===== config.mk =====
export PLATFORM = sky130hd
export DESIGN_NAME = histo_ctrl
export DESIGN_NICKNAME = d
export VERILOG_FILES = /design/src/rtl/histo_ctrl.sv
export SDC_FILE = /design/constraint.sdc
export NUM_CORES = 1
export LEC_CHECK = 0
export CORE_MARGIN = 2
export CORE_UTILIZATION = 35
export CTS_BUF_LIST = sky130_fd_sc_hd__clkbuf_16
export DETAILED_ROUTE_END_ITERATION = 16
export PLACE_DENSITY = 0.63
export SYNTH_ARGS = -nofsm -noshare
export SYNTH_HDL_FRONTEND = slang
export SYNTH_SLANG_ARGS = --single-unit

===== constraint.sdc =====
create_clock -name iPclk -period 5.5 [get_ports iPclk]
set_input_delay 1.1 -clock iPclk [delete_from_list [all_inputs] [get_ports iPclk]]
set_output_delay 1.1 -clock iPclk [all_outputs]
set_load 0.03 [all_outputs]

===== src/rtl/histo_ctrl.sv =====
`timescale 1ns/1ps
// Frame sequencer and bin-RAM arbiter for the greyscale histogram: accumulate, optional
// cumulative sweep in blanking (macro HISTO_CUM_EN), then serve display reads.
module histo_ctrl #(
    parameter int unsigned BIN_AW = 8,
    parameter int unsigned CNT_W  = 20
) (
    input  logic              iPclk,
    input  logic              iRST_N,
    input  logic              iFval,
    input  logic              iDval,
    input  logic [BIN_AW-1:0] iGrey,
    output logic [BIN_AW:0]   oRAddr,
    input  logic [CNT_W-1:0]  iRData,
    output logic [BIN_AW:0]   oWAddr,
    output logic [CNT_W-1:0]  oWData,
    output logic              oWe,
    input  logic              iRd_req,
    input  logic              iRd_cum,
    input  logic [BIN_AW-1:0] iRd_bin,
    output logic              oRd_valid,
    output logic [CNT_W-1:0]  oRd_data,
    output logic              oHist_ready,
    output logic [CNT_W-1:0]  oTotal
);

    localparam int unsigned Bins = 2 ** BIN_AW;
    localparam logic [CNT_W-1:0] CntMax = '1;

    localparam logic [1:0] StIdle  = 2'd0;
    localparam logic [1:0] StAccum = 2'd1;
    localparam logic [1:0] StCum   = 2'd2;
    localparam logic [1:0] StReady = 2'd3;

    logic [1:0]        state_q, state_d;
    logic              fval_q;
    logic [Bins-1:0]   touched_q, touched_d;
    logic [CNT_W-1:0]  total_q, total_d;
    logic              s1_vld_q, s1_vld_d;
    logic [BIN_AW-1:0] s1_bin_q, s1_bin_d;
    logic              fwd_vld_q, fwd_vld_d;
    logic [CNT_W-1:0]  fwd_data_q, fwd_data_d;
    logic              rd_vld_q, rd_vld_d;
    logic [BIN_AW-1:0] rd_bin_q, rd_bin_d;
    logic              rd_cum_q, rd_cum_d;

    logic              fval_rise, fval_fall, s0_go, rd_cum_sel;
    logic [CNT_W-1:0]  s1_src, s1_wdata;

    assign fval_rise = iFval & ~fval_q;
    assign fval_fall = ~iFval & fval_q;
    // Pixels on the falling-edge cycle are dropped so the last write lands before any sweep.
    assign s0_go     = (state_q == StAccum) & iDval & ~fval_fall;

    // Forwarded value covers the write that the RAM read of this pixel could not see yet.
    assign s1_src   = fwd_vld_q ? fwd_data_q : (touched_q[s1_bin_q] ? iRData : '0);
    assign s1_wdata = (s1_src == CntMax) ? CntMax : s1_src + CNT_W'(1);

`ifdef HISTO_CUM_EN
    logic              cum_busy_q, cum_busy_d;
    logic [BIN_AW-1:0] cum_idx_q, cum_idx_d;
    logic              cum_wr_q, cum_wr_d;
    logic [BIN_AW-1:0] cum_wr_idx_q, cum_wr_idx_d;
    logic [CNT_W-1:0]  sum_q, sum_d;
    logic [CNT_W-1:0]  cum_masked, sum_sat;
    logic [CNT_W:0]    sum_ext;

    assign rd_cum_sel = iRd_cum;
    assign cum_masked = touched_q[cum_wr_idx_q] ? iRData : '0;
    assign sum_ext    = {1'b0, sum_q} + {1'b0, cum_masked};
    assign sum_sat    = sum_ext[CNT_W] ? CntMax : sum_ext[CNT_W-1:0];
`else
    logic unused_rd_cum;
    assign unused_rd_cum = iRd_cum;
    assign rd_cum_sel    = 1'b0;
`endif

    always_comb begin
        state_d    = state_q;
        touched_d  = touched_q;
        total_d    = total_q;
        s1_vld_d   = 1'b0;
        s1_bin_d   = s1_bin_q;
        fwd_vld_d  = 1'b0;
        fwd_data_d = s1_wdata;
        rd_vld_d   = 1'b0;
        rd_bin_d   = rd_bin_q;
        rd_cum_d   = rd_cum_q;
        oRAddr     = '0;
        oWAddr     = '0;
        oWData     = '0;
        oWe        = 1'b0;
`ifdef HISTO_CUM_EN
        cum_busy_d   = cum_busy_q;
        cum_idx_d    = cum_idx_q;
        cum_wr_d     = 1'b0;
        cum_wr_idx_d = cum_wr_idx_q;
        sum_d        = sum_q;
`endif

        // The stage-1 write completes even on the cycle after the frame ends.
        if (s1_vld_q) begin
            oWe                 = 1'b1;
            oWAddr              = {1'b0, s1_bin_q};
            oWData              = s1_wdata;
            touched_d[s1_bin_q] = 1'b1;
        end

        case (state_q)
            StAccum: begin
                if (s0_go) begin
                    oRAddr    = {1'b0, iGrey};
                    s1_vld_d  = 1'b1;
                    s1_bin_d  = iGrey;
                    fwd_vld_d = s1_vld_q & (iGrey == s1_bin_q);
                    total_d   = (total_q == CntMax) ? CntMax : total_q + CNT_W'(1);
                end
                if (fval_fall) begin
`ifdef HISTO_CUM_EN
                    state_d    = StCum;
                    cum_busy_d = 1'b1;
                    cum_idx_d  = '0;
                    sum_d      = '0;
`else
                    state_d    = StReady;
`endif
                end
            end
`ifdef HISTO_CUM_EN
            StCum: begin
                if (cum_busy_q) begin
                    oRAddr       = {1'b0, cum_idx_q};
                    cum_wr_d     = 1'b1;
                    cum_wr_idx_d = cum_idx_q;
                    cum_idx_d    = cum_idx_q + BIN_AW'(1);
                    if (cum_idx_q == '1) begin
                        cum_busy_d = 1'b0;
                    end
                end
                // A new frame aborts the sweep; no cumulative write on the edge cycle either.
                if (cum_wr_q && !fval_rise) begin
                    sum_d  = sum_sat;
                    oWe    = 1'b1;
                    oWAddr = {1'b1, cum_wr_idx_q};
                    oWData = sum_sat;
                    if (cum_wr_idx_q == '1) begin
                        state_d = StReady;
                    end
                end
            end
`endif
            StReady: begin
                if (iRd_req && !fval_rise) begin
                    oRAddr   = {rd_cum_sel, iRd_bin};
                    rd_vld_d = 1'b1;
                    rd_bin_d = iRd_bin;
                    rd_cum_d = rd_cum_sel;
                end
            end
            default: ;
        endcase

        if (fval_rise) begin
            state_d   = StAccum;
            touched_d = '0;
            total_d   = '0;
            s1_vld_d  = 1'b0;
            fwd_vld_d = 1'b0;
        end
    end

    // The cumulative bank is fully rewritten by each sweep, so only histogram reads are masked.
    assign oRd_valid   = rd_vld_q;
    assign oRd_data    = (rd_vld_q && (rd_cum_q || touched_q[rd_bin_q])) ? iRData : '0;
    assign oHist_ready = (state_q == StReady) & ~fval_rise;
    assign oTotal      = total_q;

    always_ff @(posedge iPclk or negedge iRST_N) begin
        if (!iRST_N) begin
            state_q    <= StIdle;
            fval_q     <= 1'b0;
            touched_q  <= '0;
            total_q    <= '0;
            s1_vld_q   <= 1'b0;
            s1_bin_q   <= '0;
            fwd_vld_q  <= 1'b0;
            fwd_data_q <= '0;
            rd_vld_q   <= 1'b0;
            rd_bin_q   <= '0;
            rd_cum_q   <= 1'b0;
        end else begin
            state_q    <= state_d;
            fval_q     <= iFval;
            touched_q  <= touched_d;
            total_q    <= total_d;
            s1_vld_q   <= s1_vld_d;
            s1_bin_q   <= s1_bin_d;
            fwd_vld_q  <= fwd_vld_d;
            fwd_data_q <= fwd_data_d;
            rd_vld_q   <= rd_vld_d;
            rd_bin_q   <= rd_bin_d;
            rd_cum_q   <= rd_cum_d;
        end
    end

`ifdef HISTO_CUM_EN
    always_ff @(posedge iPclk or negedge iRST_N) begin
        if (!iRST_N) begin
            cum_busy_q   <= 1'b0;
            cum_idx_q    <= '0;
            cum_wr_q     <= 1'b0;
            cum_wr_idx_q <= '0;
            sum_q        <= '0;
        end else begin
            cum_busy_q   <= cum_busy_d;
            cum_idx_q    <= cum_idx_d;
            cum_wr_q     <= cum_wr_d;
            cum_wr_idx_q <= cum_wr_idx_d;
            sum_q        <= sum_d;
        end
    end
`endif

endmodule

==> impl_metrics.xml <==
<?xml version="1.0" encoding="UTF-8"?>
<metrics>
  <group name="run_status">
    <metric name="status" unit="">complete, but fails checks</metric>
    <metric name="violations" unit="">setup timing</metric>
  </group>
  <group name="drt">
    <metric name="drt_iter0_drc" unit="">1639</metric>
    <metric name="dr_total_vias" unit="">15140</metric>
    <metric name="drc" unit="">0</metric>
    <metric name="detail_route.vias_per_cell" unit="">5.846</metric>
    <metric name="firstDrtPassIters" unit="">6</metric>
    <metric name="postRouteAntennaNets" unit="">0</metric>
    <metric name="routedWlPerCell" unit="um">22.46</metric>
    <metric name="drt-total-wl" unit="um">58140</metric>
  </group>
  <group name="timing">
    <metric name="final_period_minus_worst_setup_slack" unit="ns">5.719</metric>
    <metric name="finalHoldViolations" unit="">0</metric>
    <metric name="worstMarginPinSlew" unit="ns">1.451</metric>
    <metric name="peak_freq" unit="GHz">0.1749</metric>
    <metric name="rsz0062_at_grt" unit="">true</metric>
    <metric name="fin_skew" unit="ns">0.01315</metric>
    <metric name="final_min_period_over_clock_period" unit="">1.040</metric>
    <metric name="setup_violations" unit="">21</metric>
    <metric name="layout_setup_ws" unit="ns">-0.2186</metric>
    <metric name="max-slew-margin-rel" unit="">0.03269</metric>
    <metric name="slew_viol_final" unit="">0</metric>
    <metric name="finalHoldWorstSlack" unit="ns">0.5138</metric>
  </group>
  <group name="layout">
    <metric name="final_net_count" unit="">1936</metric>
    <metric name="finalInstanceArea" unit="sq um">21940</metric>
    <metric name="n_fill_cell" unit="">4706</metric>
    <metric name="area_growth_syn_to_layout" unit="%">24.84</metric>
    <metric name="drive_above_1_share" unit="">0.2201</metric>
    <metric name="antennaDiodeCount" unit="">0</metric>
  </group>
  <group name="floorplanning">
    <metric name="rows" unit="">82</metric>
    <metric name="design.die.area" unit="sq um">52020</metric>
    <metric name="initial_utilization" unit="">0.3524</metric>
    <metric name="die_height" unit="um">228.1</metric>
    <metric name="floorplan.core_area" unit="sq um">49860</metric>
    <metric name="design.portCount" unit="">123</metric>
    <metric name="die_x" unit="um">228.1</metric>
  </group>
  <group name="clock_network">
    <metric name="cts_sinks" unit="">318</metric>
    <metric name="clkLatencyLatePin" unit="ns">0.54</metric>
    <metric name="clock_tree.htree_level_count" unit="">2</metric>
    <metric name="clk_path_buf_depth" unit="">3</metric>
    <metric name="cts_root_buffer" unit="">clkbuf_16</metric>
    <metric name="tritoncts" unit="">done</metric>
    <metric name="clk_pin_slew" unit="ns">0.06</metric>
    <metric name="cts_made_buffers" unit="">37</metric>
    <metric name="cts-hold-fix-buffers" unit="">0</metric>
  </group>
  <group name="hold_path">
    <metric name="holdCritPathClass" unit="">reg2reg</metric>
    <metric name="beginning_of_the_worst_hold_path" unit="">touched_q[114]</metric>
  </group>
  <group name="yosys">
    <metric name="synth.yosys.seq_area_share" unit="">0.4528</metric>
    <metric name="synth-edff-count" unit="">0</metric>
    <metric name="post-synth-top-count-cell" unit="">nor2_1</metric>
    <metric name="post_synth_and_or_nand_nor_area_fraction" unit="">0.1536</metric>
    <metric name="synth_largest_area_cell" unit="">dfrtp_1</metric>
    <metric name="yosys.cell_types.count" unit="">74</metric>
    <metric name="post_synth_xor_area_fraction" unit="">0.008473</metric>
    <metric name="synth_compound_gate_area_share" unit="">0.1408</metric>
    <metric name="synthesis.yosys.warnings" unit="">0</metric>
    <metric name="synthesis_stage_register_bit_count" unit="">318</metric>
    <metric name="synth_top_cells_by_area" unit="">dfrtp_1, mux4_2, a21oi_1, nor2_1, mux2i_1</metric>
    <metric name="synth.cell_area" unit="sq um">17570</metric>
    <metric name="async_set_reset_flop_share_out_of_synthesis" unit="">1.000</metric>
    <metric name="ys_top_cells_by_count" unit="">nor2_1, dfrtp_1, a21oi_1</metric>
    <metric name="synth.top_cell.area_share" unit="">0.4528</metric>
    <metric name="synth_adder_area_share" unit="">0.002848</metric>
    <metric name="main_combinational_cell_family_by_area_after_synthesis" unit="">multiplexers</metric>
    <metric name="synth_ff_type" unit="">dfrtp_1</metric>
    <metric name="postSynthAreaPerCell" unit="sq um">10.23</metric>
    <metric name="synthesis.instances" unit="">1717</metric>
    <metric name="synthMuxAreaShare" unit="">0.1996</metric>
  </group>
  <group name="setup_path">
    <metric name="critPathRequiredTime" unit="ns">4.40</metric>
    <metric name="timing.rr.start" unit="">s1_bin_q[0]</metric>
    <metric name="worst-path-max-fanout" unit="">7</metric>
    <metric name="path_cells" unit="">buf_12 &gt; buf_12 &gt; mux4_2 &gt; mux4_2 &gt; o22ai_4 &gt; nor3_4 &gt; nor4_4 &gt; buf_4 &gt; nor2_4 &gt; or2_4 &gt; a22o_1 &gt; ha_2 &gt; o21ai_2 &gt; nor2_1 &gt; nand2_1 &gt; a221oi_4 &gt; buf_4 &gt; buf_6 &gt; o21ai_2 &gt; xnor2_2 &gt; a21oi_2 &gt; buf_6</metric>
    <metric name="timing.setup.critical_path_class" unit="">reg2out</metric>
    <metric name="cp_max_delay_cell" unit="">mux4_2</metric>
    <metric name="r2r_slack" unit="ns">-0.18</metric>
    <metric name="timing.critical_path.from" unit="">s1_bin_q[0]</metric>
    <metric name="cp-start-kind" unit="">flip-flop</metric>
    <metric name="crit_arrival" unit="ns">4.62</metric>
    <metric name="critical_path.endpoint_type" unit="">output pin</metric>
    <metric name="worst_path_largest_cell_delay" unit="ns">0.51</metric>
  </group>
  <group name="placement">
    <metric name="dpl_cell_area" unit="sq um">19850</metric>
    <metric name="place_hpwl" unit="um">35920</metric>
    <metric name="place_congestion" unit="">0.9196</metric>
    <metric name="placement.io_buffers" unit="">119</metric>
  </group>
  <group name="global_routing">
    <metric name="grt_pass1_vias" unit="">14990</metric>
    <metric name="grt_overflow_total" unit="">0</metric>
    <metric name="globalRouteTotalUtil" unit="">0.2185</metric>
    <metric name="grt_pass1_wl" unit="um">89510</metric>
    <metric name="largest_net_degree_at_the_start_of_global_routing" unit="">260</metric>
    <metric name="grt_antenna_before_repair" unit="">0</metric>
  </group>
  <group name="pwr">
    <metric name="power_density" unit="nW/um^2">374.2</metric>
    <metric name="cellLeakagePower" unit="nW">9.773</metric>
    <metric name="vdd.ir_drop.worst" unit="mV">0.2410</metric>
    <metric name="totalPowerFinal" unit="mW">8.209</metric>
  </group>
  <group name="run">
    <metric name="max_cap_viol_count" unit="">0</metric>
  </group>
</metrics>
==> placed cells by master, fill, tap and decap left out, types with 16 or more instances in the layout <==
cell type,synthesis,final
a21oi_1,292,283
a22oi_1,37,37
clkdlybuf4s50_1,0,78
mux2i_1,88,87
dlygate4sd2_1,0,20
nand2_1,114,113
nor2_1,319,306
nand3_1,39,36
and3_1,34,34
buf_4,3,117
dfrtp_1,318,315
buf_12,4,17
nor3_1,21,16
clkbuf_16,0,40
mux4_2,106,111
buf_6,7,29
o21ai_0,23,22
inv_1,11,18
==> timing repair <==
item / 4_1_cts / 5_1_grt
pin swaps: 31 / 29
cloned: 4 / 3
resized for setup: 107 / 26
buffers inserted: 37 / 18
endpoints found under the setup margin: 40 / 23
==> routing by layer <==
layer	global-route usage	up-vias	share of wire
li1	-	6573	-
met1	0.2839	7619	0.40
met2	0.3626	784	0.48
met3	0.04050	160	0.085
met4	0.08517	0	0.040
met5	0	-	0
==> kinds of logic (layout without fill, tap and decap cells) <==
| kind of cell | Yosys count | count (layout) |
|---|---|---|
| xor+xnor | 17 | 17 |
| other cells | 1 | 2 |
| simple gates | 604 | 604 |
| mux | 206 | 208 |
| buf+inv | 150 | 347 |
| flops | 318 | 318 |
| fa+ha+maj | 4 | 4 |
| compound gates | 417 | 417 |
==> per-stage QoR <==
step	utilization	cells	TNS [ns]	setup slack (ns)
floorplan	-	1718	0	0.1474
global placement	0.3982	2463	-1.734	-0.2908
detailed placement	0.3982	2463	-1.201	-0.3165
CTS	0.4343	2570	-2.651	-0.2328
global route	0.4400	2589	-6.713	-0.3705
finish	0.4400	2589	-3.640	-0.2186
==> worst max-delay path: cells and delay by family (launching register included) <==
family	cells	cell delay, ns
AO/OA/AOI/OAI	6	0.62
XOR/XNOR	1	0.14
adder cells (fa/ha/maj)	1	0.19
buffers and inverters	6	0.97
flip-flops	1	0.43
multiplexers	2	1.00
AND/OR/NAND/NOR	6	0.73
==> flip-flops by register name (all words and copies together) (netlist names) <==
register    cells
oTotal         20
s1_bin_q        8
state_q         2
fwd_vld_q       1
fval_q          1
touched_q     256
oRd_valid       1
s1_vld_q        1
fwd_data_q     20
rd_bin_q        8
==> layout make-up <==
type                       instances  area (sq um)  share of cell area
clock buffer                      37         925.9             0.04220
clock inverter                    29         214.0            0.009752
timing repair buffer             268          2674              0.1219
inverter                          13         48.80            0.002224
multi-input combinational       1252          9269              0.4225
sequential                       318          7966              0.3631
tap                              672         840.8             0.03833
==> worst paths after layout <==
check                                 end  depth (start not counted)
max                            oWData[10]                         22
min                        touched_q[114]                          2
max reg2reg                fwd_data_q[17]                         34
min reg2reg                touched_q[114]                          2
max in group asynchronous  touched_q[150]                          2
min in group asynchronous  touched_q[140]                          1
==> where the power goes <==
group          total [mW]  leakage, nW  switching (mW)  internal [mW]
logic                3.25         4.80            1.84           1.41
clock network        2.37        0.585            1.00           1.37
registers            2.59         4.39           0.153           2.44
Power figures use the tool's default switching activity.
